### config.mk
export PLATFORM = sky130hd
export DESIGN_NAME = riscv_crypto_fu_ssha_pipe
export DESIGN_NICKNAME = d
export VERILOG_FILES = /design/src/rtl/riscv_crypto_fu_ssha_pipe.sv
export SDC_FILE = /design/constraint.sdc
export NUM_CORES = 1
export LEC_CHECK = 0
export CAP_MARGIN = 25
export CORE_ASPECT_RATIO = 0.9
export CORE_MARGIN = 4
export CORE_UTILIZATION = 60
export CTS_BUF_LIST = sky130_fd_sc_hd__clkbuf_2
export DETAILED_ROUTE_END_ITERATION = 12
export GPL_TIMING_DRIVEN = 0
export HOLD_SLACK_MARGIN = 0.03
export PLACE_DENSITY = 0.83
export REMOVE_ABC_BUFFERS = 1
export SYNTH_ARGS = -nofsm -noshare
export SYNTH_HDL_FRONTEND = slang
export SYNTH_SLANG_ARGS = --single-unit
### constraint.sdc
create_clock -name clk -period 5.9 [get_ports clk]
set_clock_uncertainty 0.15 [all_clocks]
set_input_delay 1.77 -clock clk [delete_from_list [all_inputs] [get_ports clk]]
set_output_delay 1.77 -clock clk [all_outputs]
set_load 0.05 [all_outputs]
### src/rtl/riscv_crypto_fu_ssha_pipe.sv
// riscv_crypto_fu_ssha_pipe
//   Pipelined SHA-2 sigma/sum function unit (Zknh) with valid/ready handshakes.
//   Covers the SHA-256 ops for any XLEN, the split RV32 SHA-512 ops for XLEN=32 and
//   the full-width SHA-512 ops for XLEN=64. LATENCY selects one stage (result reg)
//   or two stages (operand reg + result reg). Ops that are illegal for the configured
//   XLEN still flow through the pipe and retire with rd=0 and out_err=1.
//
// Ports
//   clk        clock, all state updates on the rising edge
//   rst        synchronous active-high reset
//   flush      synchronous kill of every in-flight op; blocks acceptance this cycle
//   in_valid   an op is presented
//   in_ready   the unit takes the presented op this cycle
//   in_op      4-bit opcode
//   rs1, rs2   source operands (rs2 is read only by the split RV32 SHA-512 ops)
//   out_valid  a result is held in the last stage
//   out_ready  the consumer takes the held result this cycle
//   rd         result, meaningful while out_valid=1
//   out_err    the held op was illegal for this XLEN
module riscv_crypto_fu_ssha_pipe #(
    parameter int XLEN    = 32,
    parameter int LATENCY = 1
) (
    input  logic            clk,
    input  logic            rst,
    input  logic            flush,
    input  logic            in_valid,
    output logic            in_ready,
    input  logic [3:0]      in_op,
    input  logic [XLEN-1:0] rs1,
    input  logic [XLEN-1:0] rs2,
    output logic            out_valid,
    input  logic            out_ready,
    output logic [XLEN-1:0] rd,
    output logic            out_err
);

    typedef enum logic [3:0] {
        OP_S256SIG0 = 4'd0,
        OP_S256SIG1 = 4'd1,
        OP_S256SUM0 = 4'd2,
        OP_S256SUM1 = 4'd3,
        OP_SUM0R    = 4'd4,
        OP_SUM1R    = 4'd5,
        OP_SIG0L    = 4'd6,
        OP_SIG0H    = 4'd7,
        OP_SIG1L    = 4'd8,
        OP_SIG1H    = 4'd9,
        OP_S512SIG0 = 4'd10,
        OP_S512SIG1 = 4'd11,
        OP_S512SUM0 = 4'd12,
        OP_S512SUM1 = 4'd13
    } op_e;

    localparam bit IS_RV32 = (XLEN == 32);

    function automatic logic [31:0] ror32(input logic [31:0] v, input int unsigned n);
        return (v >> n) | (v << (32 - n));
    endfunction

    function automatic logic [63:0] ror64(input logic [63:0] v, input int unsigned n);
        return (v >> n) | (v << (64 - n));
    endfunction

    function automatic logic [63:0] sext32(input logic [31:0] v);
        return {{32{v[31]}}, v};
    endfunction

    // Operands feeding the compute logic: straight from the ports for LATENCY=1,
    // from the operand stage for LATENCY=2.
    logic [3:0]      c_op;
    logic [XLEN-1:0] c_rs1;
    logic [XLEN-1:0] c_rs2;

    logic [31:0]     x;
    logic [31:0]     b;
    logic [63:0]     y;
    logic [63:0]     res64;
    logic            is_rv32_op;
    logic            is_rv64_op;
    logic            c_err;
    logic [XLEN-1:0] c_rd;
    logic            unused_bits;

    assign x = c_rs1[31:0];
    assign b = c_rs2[31:0];
    assign y = 64'(c_rs1);

    // Upper rs2 bits (XLEN=64) and upper result bits (XLEN=32) are never read.
    assign unused_bits = ^{c_rs2, res64};

    always_comb begin
        // NOTE: default first so every path assigns res64 and no latch is inferred.
        res64 = '0;
        case (c_op)
            OP_S256SIG0: res64 = sext32(ror32(x, 7)  ^ ror32(x, 18) ^ (x >> 3));
            OP_S256SIG1: res64 = sext32(ror32(x, 17) ^ ror32(x, 19) ^ (x >> 10));
            OP_S256SUM0: res64 = sext32(ror32(x, 2)  ^ ror32(x, 13) ^ ror32(x, 22));
            OP_S256SUM1: res64 = sext32(ror32(x, 6)  ^ ror32(x, 11) ^ ror32(x, 25));
            // Split SHA-512 ops: x is the low/high half a, b the other half.
            OP_SUM0R: res64 = {32'h0, (x << 25) ^ (x << 30) ^ (x >> 28)
                                     ^ (b >> 7) ^ (b >> 2) ^ (b << 4)};
            OP_SUM1R: res64 = {32'h0, (x << 23) ^ (x >> 14) ^ (x >> 18)
                                     ^ (b >> 9) ^ (b << 18) ^ (b << 14)};
            OP_SIG0L: res64 = {32'h0, (x >> 1) ^ (x >> 7) ^ (x >> 8)
                                     ^ (b << 31) ^ (b << 25) ^ (b << 24)};
            OP_SIG0H: res64 = {32'h0, (x >> 1) ^ (x >> 7) ^ (x >> 8)
                                     ^ (b << 31) ^ (b << 24)};
            OP_SIG1L: res64 = {32'h0, (x << 3) ^ (x >> 6) ^ (x >> 19)
                                     ^ (b >> 29) ^ (b << 26) ^ (b << 13)};
            OP_SIG1H: res64 = {32'h0, (x << 3) ^ (x >> 6) ^ (x >> 19)
                                     ^ (b >> 29) ^ (b << 13)};
            OP_S512SIG0: res64 = ror64(y, 1)  ^ ror64(y, 8)  ^ (y >> 7);
            OP_S512SIG1: res64 = ror64(y, 19) ^ ror64(y, 61) ^ (y >> 6);
            OP_S512SUM0: res64 = ror64(y, 28) ^ ror64(y, 34) ^ ror64(y, 39);
            OP_S512SUM1: res64 = ror64(y, 14) ^ ror64(y, 18) ^ ror64(y, 41);
            default:     res64 = '0;
        endcase
    end

    assign is_rv32_op = (c_op >= 4'd4)  && (c_op <= 4'd9);
    assign is_rv64_op = (c_op >= 4'd10) && (c_op <= 4'd13);
    assign c_err      = (c_op >= 4'd14) || (is_rv32_op && !IS_RV32) || (is_rv64_op && IS_RV32);
    // Truncation to 32 bits also drops the SHA-256 sign extension when XLEN=32.
    assign c_rd       = c_err ? '0 : res64[XLEN-1:0];

    generate
        if (LATENCY == 1) begin : g_lat1
            assign c_op  = in_op;
            assign c_rs1 = rs1;
            assign c_rs2 = rs2;

            // The only stage may load when empty or when its result retires.
            assign in_ready = !flush && (!out_valid || out_ready);

            // NOTE: sequential state uses non-blocking assignments only.
            always_ff @(posedge clk) begin
                if (rst) begin
                    out_valid <= 1'b0;
                    rd        <= '0;
                    out_err   <= 1'b0;
                end else if (flush) begin
                    out_valid <= 1'b0;
                end else if (!out_valid || out_ready) begin
                    out_valid <= in_valid;
                    if (in_valid) begin
                        rd      <= c_rd;
                        out_err <= c_err;
                    end
                end
            end
        end else begin : g_lat2
            logic            s1_valid;
            logic [3:0]      s1_op;
            logic [XLEN-1:0] s1_rs1;
            logic [XLEN-1:0] s1_rs2;
            logic            s2_open;

            assign c_op  = s1_op;
            assign c_rs1 = s1_rs1;
            assign c_rs2 = s1_rs2;

            // Result stage can take new contents when empty or retiring; the operand
            // stage can then load when empty or when it moves into the result stage.
            assign s2_open  = !out_valid || out_ready;
            assign in_ready = !flush && (!s1_valid || s2_open);

            always_ff @(posedge clk) begin
                if (rst) begin
                    s1_valid  <= 1'b0;
                    out_valid <= 1'b0;
                    rd        <= '0;
                    out_err   <= 1'b0;
                end else if (flush) begin
                    s1_valid  <= 1'b0;
                    out_valid <= 1'b0;
                end else begin
                    if (s2_open) begin
                        out_valid <= s1_valid;
                        if (s1_valid) begin
                            rd      <= c_rd;
                            out_err <= c_err;
                        end
                    end
                    if (!s1_valid || s2_open) begin
                        s1_valid <= in_valid;
                    end
                end
            end

            // NOTE: operand payload has no reset; it is only read behind s1_valid.
            always_ff @(posedge clk) begin
                if (in_valid && in_ready) begin
                    s1_op  <= in_op;
                    s1_rs1 <= rs1;
                    s1_rs2 <= rs2;
                end
            end
        end
    endgenerate

endmodule
==> flow_summary.toml <==
[cts]
clock_latency_ps = 520
clock_tree.buffer_depth = 2
resized_after_cts = 0
cts_sink_cnt = 34
cts-root-buf = "sky130_fd_sc_hd__clkbuf_2"
numCtsBuffers = 5
cts.reportedPaths.clkPinSlew_ps = 230
tritoncts = "yes"
total_number_of_h_tree_levels = 2
cts.repair_timing.setup_buffer_count = 0
cts.hold.buffers_added = 0

[power_and_ir_drop]
leakagePower_nw = 2.95
power.ir.vdd_worst_mv = 0.116
power_density_nw_per_um2 = 147

[global_routing]
grt_start_max_net_pins = 36
grt_pass1_wl_um = 52200
first_global_vias = 8393
antenna_violations_before_repair = 1
gr-total-overflow = 0
gr-usage-all-layers = 0.473

[setup_path]
cp-start-kind = "input port"
cp_slowest_stage_delay_ps = 820
path_common_cell = "sky130_fd_sc_hd__clkdlybuf4s50_1"
critPathSlowestCell = "sky130_fd_sc_hd__clkdlybuf4s50_1"
arrival_ps = 3210
critical-path-top-delay-family = "buffers and inverters"
critical_path.cell_chain = "clkdlybuf4s50_1 > nor2b_1 > nor2_1 > clkdlybuf4s50_1"
worst_ep_required_time_ps = 3980
timing.critical_path.to_type = "output port"
critical_path_peak_fanout = 2
crit_type = "input port to output port"
cp_num_buf_inv = 2

[yosys]
synth.avg_cell_area_sq_um = 7.91
synth_commonest_cells = "348 x sky130_fd_sc_hd__xnor2_1, 78 x sky130_fd_sc_hd__buf_2, 51 x sky130_fd_sc_hd__xor2_1"
cell_accounting_for_the_most_synthesized_area = "sky130_fd_sc_hd__xnor2_1"
synth.most_common_cell = "sky130_fd_sc_hd__xnor2_1"
synth-warning-count = 0
syn-instance-count = 986
synth.top_cell.area_share = 0.391
synth_xor_xnor_area_share = 0.465
post_synth_instance_area_sq_um = 7800
synth.yosys.seq_area_share = 0.0873
post_synth_mux_area_share = 0.00642
area_fraction_in_and_or_nand_and_nor_cells_after_synthesis = 0.109
synth_ff_type = "sky130_fd_sc_hd__dfxtp_1"
synth_cell_types = 75
synth_enable_flop_cells = 0
synth-compound-area-share = 0.239
synth_top_family_by_area = "XOR/XNOR gates"
synth.ff_latch_count = 34
synthArstFlopShare = 0
synth_adder_area_share = 0
synthTopCellsByArea = "sky130_fd_sc_hd__xnor2_1 39%, sky130_fd_sc_hd__dfxtp_1 8.7%, sky130_fd_sc_hd__xor2_1 5.7%"

[floorplanning]
die_h_um = 116
dieWidth_um = 128
design.die.area_sq_um = 14900
placeableCoreArea_sq_um = 12700
initial_core_util = 0.614
num_io_pins = 108
placementRows = 39

[timing]
setup_repair_after_global_routing_missed_its_margin = "false"
post-route-min-period_ps = 5130
worst_slew_pin_slew_ps = 1250
layout_worst_path_cycle_share = 0.870
remaining_max_slew_budget_at_the_tightest_pin = 0.165
clock.fmax_ghz = 0.195
finalSetupViolCount = 0
hold_viol_final = 0
maxSlewViolCount = 0

[finish]
final_net_count = 1079
final_cell_count_no_fill = 1172
drive_gt1_frac = 0.0715
finish.utilization = 0.734
seq_area_sq_um = 681
fillers = 1023
multi_input_comb_area_sq_um = 6420
areaGrowthSynthToFinish_pct = 19.4

[placement]
gp_congestion = 1.08
dp_hpwl_um = 24800
port-buffer-count = 107
placed_cells_incl_taps = 1156

[routing]
ant_nets = 0
drt_pre_antenna_iters = 7
detail_route.wl_per_cell_um = 30.8
detailroute.via_count = 8731
wl_um = 36100
drt-initial-drc-count = 1770
drc = 0
drt-vias-per-instance = 7.45

[outcome]
status = "completed"

[hold_path]
hold_path_class = "flop to flop"

[flow_run]
maxCapViolations = 0
-- logic make-up (layout without fill, tap and decap cells) --
| kind of cell | after synthesis | after routing |
|---|---|---|
| compound gates | 256 | 256 |
| xor+xnor | 405 | 405 |
| buf+inv | 146 | 167 |
| flops | 34 | 34 |
| mux | 5 | 5 |
| other cells | 0 | 1 |
| simple gates | 140 | 140 |
-- final cells by class --
class / count / area share
Multi-Input combinational cell: 806 / 0.690
Tap cell: 164 / 0.0220
Inverter: 13 / 0.00524
Timing Repair Buffer: 146 / 0.202
Sequential cell: 34 / 0.0731
Antenna cell: 1 / 0.000269
Clock inverter: 1 / 0.00323
Clock buffer: 7 / 0.00376
-- state kept, by name, summed over array words and instances, names as in the netlist --
| signal | count |
|---|---|
| rd | 32 |
| out_valid | 1 |
| out_err | 1 |
-- path summary, 6_finish.rpt --
kind	from	endpoint	slack, ps	cells after the start
setup / recovery	out_ready	in_ready	770	4
hold / removal	out_err$_SDFFE_PP0P_	out_err$_SDFFE_PP0P_	340	2
setup reg to reg	out_valid$_SDFFE_PP0N_	rd[24]$_SDFFE_PP0P_	3060	6
hold reg to reg	out_err$_SDFFE_PP0P_	out_err$_SDFFE_PP0P_	340	2
-- worst min-delay path, stage by stage, from the launching register on --
cell	delay (ps)
sky130_fd_sc_hd__dfxtp_1	370
sky130_fd_sc_hd__nand2_1	50
sky130_fd_sc_hd__a21oi_1	60
-- through the flow --
stage | setup TNS, ps | instance area [sq um] | worst slack (ps) | hold WS (ps) | power (mW)
2_1_floorplan | 0 | 7120 | 1520 | 524 | 0.769
3_3_place_gp | -28060 | 8400 | -1460 | 305 | 1.07
3_5_place_dp | 0 | 9070 | 743 | 314 | 1.13
4_1_cts | 0 | 9140 | 754 | 350 | 1.32
5_1_grt | 0 | 9310 | 713 | 373 | 1.41
6_report | 0 | 9310 | 768 | 342 | 1.37
-- metal layers --
| metal | global-route usage | up-vias | share of wire |
|---|---|---|---|
| met4 | 0.332 | 0 | 0.090 |
| met1 | 0.586 | 3996 | 0.35 |
| li1 | - | 3495 | - |
| met2 | 0.662 | 957 | 0.39 |
| met3 | 0.196 | 283 | 0.18 |
| met5 | 0 | - | 0 |
-- power by group --
part	switching [mW]	internal, mW	leakage [nW]
sequential	0.00908	0.243	0.277
clock	0.116	0.0750	0.0432
combinational	0.522	0.407	2.63
total	0.647	0.725	2.95
-- cells in the final DEF (no fill, tap or decap), types with 9 or more instances in the layout --
cell	n
sky130_fd_sc_hd__a21oi_1	25
sky130_fd_sc_hd__a31oi_1	18
sky130_fd_sc_hd__inv_1	11
sky130_fd_sc_hd__and3_1	11
sky130_fd_sc_hd__buf_16	21
sky130_fd_sc_hd__xor2_1	51
sky130_fd_sc_hd__a22oi_1	39
sky130_fd_sc_hd__a221oi_1	36
sky130_fd_sc_hd__nor2_1	30
sky130_fd_sc_hd__buf_8	11
sky130_fd_sc_hd__xnor2_1	348
sky130_fd_sc_hd__dfxtp_1	34
sky130_fd_sc_hd__nand2_1	33
sky130_fd_sc_hd__o21ai_0	39
sky130_fd_sc_hd__clkdlybuf4s50_1	106
sky130_fd_sc_hd__nor2b_1	9
sky130_fd_sc_hd__o22ai_1	26
No activity file was read; power rests on OpenSTA's default activity.
==> patch: new RTL, same settings <==
Make the reset (`rst`) asynchronous in 2 clocked blocks. Comments in the files are not updated.
--- a/src/rtl/riscv_crypto_fu_ssha_pipe.sv
+++ b/src/rtl/riscv_crypto_fu_ssha_pipe.sv
@@ -134,7 +134,7 @@
             assign in_ready = !flush && (!out_valid || out_ready);
 
             // NOTE: sequential state uses non-blocking assignments only.
-            always_ff @(posedge clk) begin
+            always_ff @(posedge clk or posedge rst) begin
                 if (rst) begin
                     out_valid <= 1'b0;
                     rd        <= '0;
@@ -165,7 +165,7 @@
             assign s2_open  = !out_valid || out_ready;
             assign in_ready = !flush && (!s1_valid || s2_open);
 
-            always_ff @(posedge clk) begin
+            always_ff @(posedge clk or posedge rst) begin
                 if (rst) begin
                     s1_valid  <= 1'b0;
                     out_valid <= 1'b0;
Function: differs if rst is asserted again (counterexample within 4 cycles, from zero or initial values and one cycle with rst high); with rst held inactive, the same outputs for 4 cycles.
==> patch against the original RTL <==
  * Area after synthesis grew 1.3%
  * Via count down 2.7%
  * First-iteration DRC count shrank 12%
  * Wire length is 0.16% higher
  * Count of clock-buffer cells in the layout down 2
  * Non-clock buffer count shrank 1
  * Setup slack better by 0.043 ns
  * Power is 16% higher
  * Maximum frequency grew 0.84%
  * Combinational power rose by 18%
  * Sequential cell count did not move
  * Cell area grew 0.99%
  * Critical endpoint unchanged
  * Sequential power is 17% higher
==> patch: results <==
metrics = {
    "clocking": {
        "clockBufferDepth": 2,
        "clk_pin_slew_ns": 0.20,
        "cts-root-buf": "clkbuf_2",
        "cts-resized-gates": 0,
        "clk_latency_ns": 0.52,
        "htreeDepth": 2,
    },
    "place": {
        "numPortBuffers": 107,
        "hpwl_um": 24800,
        "dpl-instance-area_sq_um": 9210,
        "gp_congestion": 1.04,
    },
    "worst_setup_path": {
        "crit_fanout": 2,
        "rr_endpoint": "rd[17]",
        "cpMaxStageDelayCell": "clkdlybuf4s50_1",
        "cp-startpoint": "out_ready",
        "cpPeakStageDelay_ns": 0.80,
        "endpoint": "in_ready",
        "worstReg2RegStart": "out_valid",
        "r2r_cells": 6,
        "worstPathArrival_ns": 3.17,
        "r2r_slack_ns": 3.55,
    },
    "synthesis": {
        "yosys_warnings": 0,
        "synthMuxAreaShare_pct": 0.887,
        "synthAdderAreaFrac_pct": 0,
        "synthCells": 956,
        "ys_types": 69,
        "synthArstFlopShare_pct": 100,
        "synthTopCellsByCount": "348 x xnor2_1, 69 x buf_2, 64 x clkbuf_1",
        "synth-seq-area-share_pct": 10.8,
        "synth_xor_area_share_pct": 46.8,
        "ys_top_cells_by_area": "xnor2_1 39%, dfrtp_1 11%, a22oi_1 5.5%",
        "synth_compound_area_share_pct": 23.3,
        "synth_edf_count": 0,
        "yosys_most_used_dff": "dfrtp_1",
    },
    "global_route": {
        "grt_pass1_vias": 8137,
        "grt_pass1_wl_um": 51800,
        "grt_max_degree": 47,
        "track_usage_pct": 46.8,
        "antenna_found_initial": 1,
    },
    "run_status": {
        "status": "finished clean",
    },
    "worst_hold_path": {
        "holdPathEnd": "rd[8]",
        "worstHoldPathCells": 1,
        "min_path_type": "flip-flop to flip-flop",
        "min-delay-start": "rd[8]",
    },
    "final_layout": {
        "fill_cells": 974,
        "drive_gt1_share_pct": 6.51,
        "layoutNonFillerInstCount": 1133,
        "top_regs": "rd x32, out_err x1, out_valid x1",
        "fin_nets": 1040,
        "multi_input_area_sq_um": 6440,
    },
    "route": {
        "vias": 8494,
        "drt_iter0_markers": 1566,
        "firstDrtPassIters": 6,
        "wl_per_cell_um": 31.9,
    },
    "power_and_ir_drop": {
        "vdd_drop_max_mv": 0.158,
        "p_leak_uw": 0.00317,
    },
    "timing": {
        "worst_pin_slew_ns": 1.23,
    },
}
[patch: cell count changes after synthesis, moves of 21 or more]
cell	delta
a221oi_1	-21
a22o_1	+24
dfxtp_1	-34
o21ai_0	-25
dfrtp_1	+34
clkbuf_1	+23
[patch: metrics by stage]
step	setup WS (ns)	setup TNS, ns	hold slack [ns]
final	0.811	0	0.383
after global routing	0.747	0	0.403
after CTS	0.804	0	0.383
after detailed placement	0.737	0	0.337
after global placement	-3.87	-109.34	0.327
after floorplan	0.856	0	0.608
[patch: critical path: cells and delay by family]
kind | cells | cell delay (ns)
buf+inv | 2 | 1.26
simple gates | 2 | 0.13
[patch: logic make-up (layout without fill, tap and decap cells)]
group / count (synthesis) / in the layout
XOR/XNOR: 398 / 398
AO/OA/AOI/OAI: 241 / 241
buffers and inverters: 148 / 160
AND/OR/NAND/NOR: 128 / 128
flip-flops: 34 / 34
multiplexers: 7 / 7
other: 0 / 1
[patch: power breakdown]
group / switching [uW] / internal, uW / total (uW) / leakage [uW]
Clock: 119 / 70.7 / 189 / 0.0000352
Sequential: 23.7 / 271 / 295 / 0.000445
Combinational: 633 / 471 / 1100 / 0.00269
[patch: cell type report]
cell class	instances	area share, %
inverter	7	0.279
tap	164	2.18
clock buffer	5	0.266
multi-input combinational	774	68.5
timing repair buffer	145	19.2
antenna	1	0.0266
clock inverter	3	0.479
sequential	34	9.05
[patch: routing by layer]
layer | vias to the layer above | wire [um] | track usage, %
met2 | 918 | 14300 | 65.5
met1 | 3941 | 12900 | 59.8
met4 | 0 | 2730 | 29.9
met5 | - | 0 | 0.327
li1 | 3374 | - | -
met3 | 261 | 6200 | 18.6
